<file path="src/rtl/game_pkg.sv">
// Shared definitions for the game input path: press FSM encoding, debounce
// default and answer width.
package game_pkg;

    localparam int ANSWER_W         = 12;
    localparam int CNT_W            = 20;
    localparam int DEBOUNCE_DEFAULT = 1_000_000;  // 20 ms at 50 MHz

    typedef enum logic [1:0] {
        IDLE       = 2'd0,
        PRESS_DB   = 2'd1,
        HELD       = 2'd2,
        RELEASE_DB = 2'd3
    } press_state_t;

endpackage

</file>
<file path="src/rtl/sync_2ff.sv">
// Two-flop synchronizer for a single asynchronous level; RST_VAL is the
// inactive level the chain holds while in reset.
module sync_2ff #(
    parameter logic RST_VAL = 1'b0
) (
    input  logic clk,
    input  logic resetn,
    input  logic d,
    output logic q
);

    logic meta;

    always_ff @(posedge clk or negedge resetn) begin
        if (!resetn) begin
            meta <= RST_VAL;
            q    <= RST_VAL;
        end else begin
            meta <= d;
            q    <= meta;
        end
    end

endmodule

</file>
<file path="src/rtl/answer_latch.sv">
// Debounced answer-submit button: one go_pulse per accepted press, snapshots
// the answer switches while a round is running, and flags the timer expiring.
module answer_latch
    import game_pkg::*;
#(
    parameter int DEBOUNCE_CYCLES = DEBOUNCE_DEFAULT
) (
    input  logic                clk,
    input  logic                resetn,
    input  logic                key_n,
    input  logic [ANSWER_W-1:0] sw,
    input  logic                enable,
    input  logic                time_up,
    output logic                go_pulse,
    output logic [ANSWER_W-1:0] answer,
    output logic                answer_valid,
    output logic                timeout,
    output logic                busy
);

    localparam logic [CNT_W-1:0] CNT_LAST = CNT_W'(DEBOUNCE_CYCLES - 1);

    press_state_t     state;
    logic [CNT_W-1:0] cnt;
    logic [CNT_W-1:0] cnt_inc;
    logic             key_sync;
    logic             key_s;
    logic             cnt_done;
    logic             accept;
    logic             tu_q;
    logic             tu_rise;

    sync_2ff #(.RST_VAL(1'b1)) u_key_sync (
        .clk    (clk),
        .resetn (resetn),
        .d      (key_n),
        .q      (key_sync)
    );

    assign key_s    = ~key_sync;
    assign cnt_done = (cnt == CNT_LAST);
    // Saturate rather than wrap so a stuck state can never alias a short count.
    assign cnt_inc  = (cnt == {CNT_W{1'b1}}) ? cnt : cnt + 1'b1;
    assign accept   = (state == PRESS_DB) && key_s && cnt_done;
    assign tu_rise  = time_up && !tu_q;

    always_ff @(posedge clk or negedge resetn) begin
        if (!resetn) begin
            state        <= IDLE;
            cnt          <= '0;
            tu_q         <= 1'b0;
            answer       <= '0;
            go_pulse     <= 1'b0;
            answer_valid <= 1'b0;
            timeout      <= 1'b0;
            busy         <= 1'b0;
        end else begin
            go_pulse     <= 1'b0;
            answer_valid <= 1'b0;
            tu_q         <= time_up;
            // An accepted press on the same edge swallows the timer expiry.
            timeout      <= tu_rise && enable && !accept;

            case (state)
                IDLE: begin
                    busy <= 1'b0;
                    if (key_s) begin
                        state <= PRESS_DB;
                        cnt   <= '0;
                        busy  <= 1'b1;
                    end
                end
                PRESS_DB: begin
                    busy <= 1'b1;
                    if (!key_s) begin
                        state <= IDLE;
                        cnt   <= '0;
                        busy  <= 1'b0;
                    end else if (cnt_done) begin
                        state    <= HELD;
                        cnt      <= '0;
                        go_pulse <= 1'b1;
                        if (enable) begin
                            answer       <= sw;
                            answer_valid <= 1'b1;
                        end
                    end else begin
                        cnt <= cnt_inc;
                    end
                end
                HELD: begin
                    busy <= 1'b1;
                    if (!key_s) begin
                        state <= RELEASE_DB;
                        cnt   <= '0;
                    end
                end
                RELEASE_DB: begin
                    busy <= 1'b1;
                    if (key_s) begin
                        state <= HELD;
                        cnt   <= '0;
                    end else if (cnt_done) begin
                        state <= IDLE;
                        cnt   <= '0;
                        busy  <= 1'b0;
                    end else begin
                        cnt <= cnt_inc;
                    end
                end
                default: begin
                    state <= IDLE;
                    cnt   <= '0;
                    busy  <= 1'b0;
                end
            endcase
        end
    end

endmodule

</file>
<file path="config.mk">
export PLATFORM = sky130hd
export DESIGN_NAME = answer_latch
export DESIGN_NICKNAME = d
export VERILOG_FILES = /design/src/rtl/game_pkg.sv /design/src/rtl/sync_2ff.sv /design/src/rtl/answer_latch.sv
export SDC_FILE = /design/constraint.sdc
export NUM_CORES = 1
export LEC_CHECK = 0
export CORE_MARGIN = 2
export CORE_UTILIZATION = 30
export CTS_CLUSTER_DIAMETER = 150
export DETAILED_ROUTE_END_ITERATION = 7
export MAX_ROUTING_LAYER = met4
export RECOVER_POWER = 50
export SLEW_MARGIN = 30
export SYNTH_ARGS = -nofsm -noshare
export SYNTH_HDL_FRONTEND = slang
export SYNTH_HIERARCHICAL = 1
export SYNTH_SLANG_ARGS = --single-unit
</file>
<file path="constraint.sdc">
create_clock -name clk -period 2.4 [get_ports clk]
set_input_delay 0.48 -clock clk [delete_from_list [all_inputs] [get_ports clk]]
set_output_delay 0.48 -clock clk [all_outputs]
set_load 0.05 [all_outputs]
</file>
After elaboration in Yosys (flattened, before gate mapping)
Index checks and enable logic that the tools add are counted.
Operators by class
  multiply operators: 0
  equal/unequal tests: 9
  bitwise gates (word level): 1
  $add $sub $neg: 1
  mux-type cells: 25
  reductions and logical operators: 12
  div/mod/pow operators: 0
  order comparisons: 0
  shift operators: 0
Operators with widths (number)
  two-way mux 20 bit: 6
  case mux 20 bit (4 select lines): 1
  equality test 20 bit, second input constant: 2
  adder 20 x 1 -> 20 bit, second input constant: 1
  two-way mux 2 bit: 6
  two-way mux 1 bit: 10
  case mux 2 bit (4 select lines): 1
  AND reduction 4 bit: 2
  logical AND 1 bit: 5
  equality test 2 bit, second input constant: 2
  inequality test 3 x 2 -> 1 bit, second input constant: 1
  inequality test 3 bit, second input constant: 1
  case mux 1 bit (3 select lines): 1
  equality test 2 x 1 -> 1 bit, second input constant: 1
  logical NOT 1 bit: 2
  logical NOT 2 bit: 1
  inequality test 2 x 1 -> 1 bit, second input constant: 1
  inequality test 2 bit, second input constant: 1
  AND reduction 2 bit: 1
  OR reduction 2 bit: 1
  NOT 1 bit: 1
Storage, ports and cells
  logic and storage cells: 58
  bits in writable memories: 0
  input bits: 17
  output and inout bits: 16
  bits in read-only memories: 0
  latch bits: 0
  register bits after elaboration: 41
  memories: 0

Logic depth before layout (Yosys ltp)
  depth after elaboration: 5
  gate-level depth with buffers: 8
  mapped depth without buffers: 6

Modules after synthesis
The synthesis kept the hierarchy.
Modules (own cells, without submodules)
  answer_latch: cells an instance 191, sequential area each 975.9 um2, area each 2003.2 um2, times used 1
  sync_2ff: cells an instance 2, sequential area each 52.6 um2, area each 52.6 um2, times used 1

Worst setup path before layout
OpenSTA, ideal clock, no wires.
  kind: register to register
  from: reg cnt[0]
  to: reg answer[0]
  setup time: 0.125 ns
  buffers on the path: 1
  arrival: 1.972 ns
  period minus slack after synthesis: 2.097 ns
  required time: 2.275 ns
  cell stages (with the launch flop): 8
  slack: 0.303 ns
  path through: dfrtp_1 > ha_1 > and2_1 > and4_1 > nand4b_2 > or3b_4 > buf_6 > mux2_4
Between the ends
  longest elaborated chain between the ends: 2
Ends and longest elaborated chain
  from (decl): RTL line answer_latch.sv:24  | logic [CNT_W-1:0] cnt;
  from (signal assigned): RTL line answer_latch.sv:88  | cnt <= cnt_inc;
  from (signal assigned): RTL line answer_latch.sv:108  | cnt <= cnt_inc;
  equality test 20 bit: RTL line answer_latch.sv:41  | assign cnt_done = (cnt == CNT_LAST);
  AND reduction 4 bit (no line)
  to (signal assigned): RTL line answer_latch.sv:84  | answer <= sw;
  to (decl): RTL line answer_latch.sv:15  | output logic [ANSWER_W-1:0] answer,
No other way between the ends.
A chain may end at the register's enable or synchronous reset.

Worst setup path in the final report
  from: reg cnt[17]
  to: reg answer[3]
The elaborated chain is that of the path after synthesis.

==> impl_metrics.sql <==
INSERT INTO impl_metrics (metric_group, metric, value, unit) VALUES
('yosys', 'synth-adder-area-share', '0.609', '%'),
('yosys', 'synth_top_family_by_area', 'simple AND/OR/NAND/NOR gates', ''),
('yosys', 'synth.mux.area_fraction', '8.40', '%'),
('die', 'die-area', '7530', 'sq um'),
('timing', 'totalNegativeSetupSlack', '0', 'ps'),
('drt', 'detailroute.via_count', '1654', ''),
('clock_network', 'clock_path_buffers', '2', ''),
('clock_network', 'htreeDepth', '2', ''),
('die', 'start_util', '30.6', '%'),
('layout', 'layout.cells.non_filler', '304', ''),
('clock_network', 'number_of_clock_sinks', '41', ''),
('grt', 'grt_start_max_net_pins', '25', ''),
('die', 'rows', '30', ''),
('drt', 'route.antenna.remaining_nets', '0', ''),
('yosys', 'synth-compound-area-share', '17.5', '%'),
('grt', 'grt_pass1_vias', '1545', ''),
('worst_setup_path', 'cp.arrival', '2460', 'ps'),
('clock_network', 'tritoncts', 'yes', ''),
('yosys', 'seq_area_frac_synth', '50.0', '%'),
('yosys', 'post_synth.cell_area_avg', '10.7', 'sq um'),
('clock_network', 'cts_buffer_count', '5', ''),
('timing', 'timing.final.hold_violations', '0', ''),
('worst_setup_path', 'path_cells', 'nand4_1, nor4_4, nand4b_2, or3b_4, mux2_4', ''),
('die', 'design.portCount', '33', ''),
('yosys', 'synth_cell_types', '41', ''),
('yosys', 'synth_top_cells_by_area', 'sky130_fd_sc_hd__dfrtp_1 (47%), sky130_fd_sc_hd__mux2_4 (7.3%), sky130_fd_sc_hd__a21oi_1 (4.1%)', ''),
('timing', 'count_of_endpoints_failing_setup_in_the_final_report', '0', ''),
('yosys', 'synth_top_cell_area_share', '47.5', '%'),
('worst_setup_path', 'startpoint_type', 'register', ''),
('power', 'worst_ir_drop_vdd', '0.221', 'mV'),
('yosys', 'yosysWarningCount', '6', ''),
('yosys', 'synth_commonest_cells', 'sky130_fd_sc_hd__dfrtp_1 (39), sky130_fd_sc_hd__a21oi_1 (17), sky130_fd_sc_hd__nand2_1 (13)', ''),
('yosys', 'synth_area_leader_cell', 'sky130_fd_sc_hd__dfrtp_1', ''),
('yosys', 'synth_simple_gate_area_share', '19.2', '%'),
('clock_network', 'cts.hold.buffers_added', '0', ''),
('timing', 'clock.fmax', '441', 'MHz'),
('yosys', 'synth_cells', '193', ''),
('worst_setup_path', 'cp_slowest_cell', 'sky130_fd_sc_hd__or3b_4', ''),
('grt', 'antenna_found_initial', '0', ''),
('clock_network', 'clk_root_buffer_cell', 'sky130_fd_sc_hd__clkbuf_8', ''),
('clock_network', 'post_cts_resize_count', '0', ''),
('place', 'place.gp.congestion', '0.789', ''),
('yosys', 'ys_ff_latch', '41', ''),
('clock_network', 'clkLatencyLatePin', '300', 'ps'),
('drt', 'detail_route.wirelength', '4540', 'microns'),
('drt', 'drc', '0', ''),
('timing', 'min_period_over_period', '94.6', '%'),
('timing', 'worst_max_slew_pin_slew', '1070', 'ps'),
('timing', 'max_slew_margin', '28.3', '%'),
('drt', 'post_drt_wl_per_cell', '14.9', 'microns'),
('layout', 'net_total_in_the_final_layout', '241', ''),
('yosys', 'synth_xor_xnor_area_share', '0.426', '%'),
('worst_setup_path', 'cp-end-kind', 'register', ''),
('die', 'die_width', '86.8', 'microns'),
('die', 'placeableCoreArea', '6720', 'sq um'),
('power', 'leakage', '1.07', 'nW'),
('layout', 'syn_to_final_growth', '22.3', '%'),
('place', 'place_inst', '296', ''),
('yosys', 'postSynth.asyncResetShare', '100', '%'),
('drt', 'via_per_inst', '5.44', ''),
('grt', 'grt.total_usage', '13.4', '%'),
('power', 'power-per-cell-area', '532', 'nW/um^2'),
('grt', 'grt_first_pass_wirelength', '7640', 'microns'),
('hold_path', 'hold_class', 'in2async', ''),
('outcome', 'status', 'finished clean', ''),
('clock_network', 'clk_pin_slew_worst_paths', '80', 'ps'),
('grt', 'grt.overflow.total', '0', ''),
('timing', 'fin_crit_period', '2270', 'ps'),
('yosys', 'postSynthNetCount', '211', ''),
('yosys', 'post_synth_instance_area', '2060', 'sq um'),
('yosys', 'synth_enable_flop_cells', '0', '');
==> critical path: cells and delay by family, from the launching register on <==
family | cells | cell delay [ps]
flip-flops | 1 | 440
multiplexers | 1 | 330
AND/OR/NAND/NOR | 4 | 1380
==> sequential cells by signal, summed over array words and instances, names as in the netlist, named ones only <==
signal           flops
busy                 1
state                1
timeout              1
answer_valid         1
go_pulse             1
u_key_sync/q         1
cnt                 20
tu_q                 1
answer              12
u_key_sync/meta      1
==> cell type report <==
class	count	area, sq um
fillers	681	4200
flip-flops and latches	41	1030
multi-input cells	135	942
repair buffers	36	342
well taps	80	100
clock buffers	6	72.6
clock inverters	2	15.0
inverters	4	15.0
==> worst paths after layout <==
kind	endpoint	slack, ps	cells past startpoint
hold reg to reg	u_key_sync/q$_DFF_PN1_	360	0
setup / recovery	answer[3]$_DFFE_PN0P_	130	5
max in group asynchronous	u_key_sync/meta$_DFF_PN1_	930	2
setup reg to reg	answer[3]$_DFFE_PN0P_	130	5
hold / removal	cnt[9]$_DFFE_PN0P_	350	1
min in group clk	u_key_sync/q$_DFF_PN1_	360	0
==> layout by cell type, fill, tap and decap left out, types with 3 or more instances in the layout <==
cell and instances:
sky130_fd_sc_hd__mux2_4 10, sky130_fd_sc_hd__and2_1 4, sky130_fd_sc_hd__inv_1 4, sky130_fd_sc_hd__nor3_1 7, sky130_fd_sc_hd__clkdlybuf4s50_1 29, sky130_fd_sc_hd__buf_4 3
sky130_fd_sc_hd__o21ai_0 10, sky130_fd_sc_hd__o2bb2ai_1 3, sky130_fd_sc_hd__a21o_1 5, sky130_fd_sc_hd__a31oi_1 11, sky130_fd_sc_hd__a21oi_1 17, sky130_fd_sc_hd__nand2_1 13
sky130_fd_sc_hd__nor2_1 8, sky130_fd_sc_hd__dfrtp_1 39, sky130_fd_sc_hd__clkbuf_8 5, sky130_fd_sc_hd__and3_1 3, sky130_fd_sc_hd__nand4_1 6, sky130_fd_sc_hd__nand3_1 7
sky130_fd_sc_hd__a41oi_1 3, sky130_fd_sc_hd__and4_1 7
==> power by group <==
part | internal, W | switching (W) | total (W)
logic | 0.0000679 | 0.0000914 | 0.000159
clock network | 0.000205 | 0.000254 | 0.000459
registers | 0.000709 | 0.0000113 | 0.000721
total | 0.000982 | 0.000356 | 0.00134
==> routing by layer <==
| layer | up-vias | track usage (%) | share of wire, % |
|---|---|---|---|
| li1 | 783 | - | - |
| met1 | 801 | 18.2 | 48 |
| met2 | 61 | 19.6 | 44 |
| met3 | 9 | 2.86 | 5.5 |
| met4 | 0 | 4.69 | 1.8 |
| met5 | - | - | 0 |
==> metrics by stage <==
stage / worst slack (ps) / util [%] / total power, W / cell area (sq um)
3_5_place_dp: 196 / 36.3 / 0.000896 / 2440
5_1_grt: 32.7 / 37.4 / 0.00140 / 2510
3_3_place_gp: 223 / 36.3 / 0.000895 / 2440
4_1_cts: 165 / 37.6 / 0.00136 / 2520
6_report: 130 / 37.4 / 0.00134 / 2510
2_1_floorplan: 303 / - / 0.000821 / 2060
==> logic make-up (layout without fill, tap and decap cells) <==
| logic type | after synthesis | after routing |
|---|---|---|
| multiplexers | 12 | 12 |
| flip-flops | 41 | 41 |
| XOR/XNOR | 1 | 1 |
| buffers and inverters | 17 | 48 |
| adder cells (fa/ha/maj) | 1 | 1 |
| AO/OA/AOI/OAI | 57 | 57 |
| AND/OR/NAND/NOR | 64 | 64 |
No activity file was read; power rests on OpenSTA's default activity.
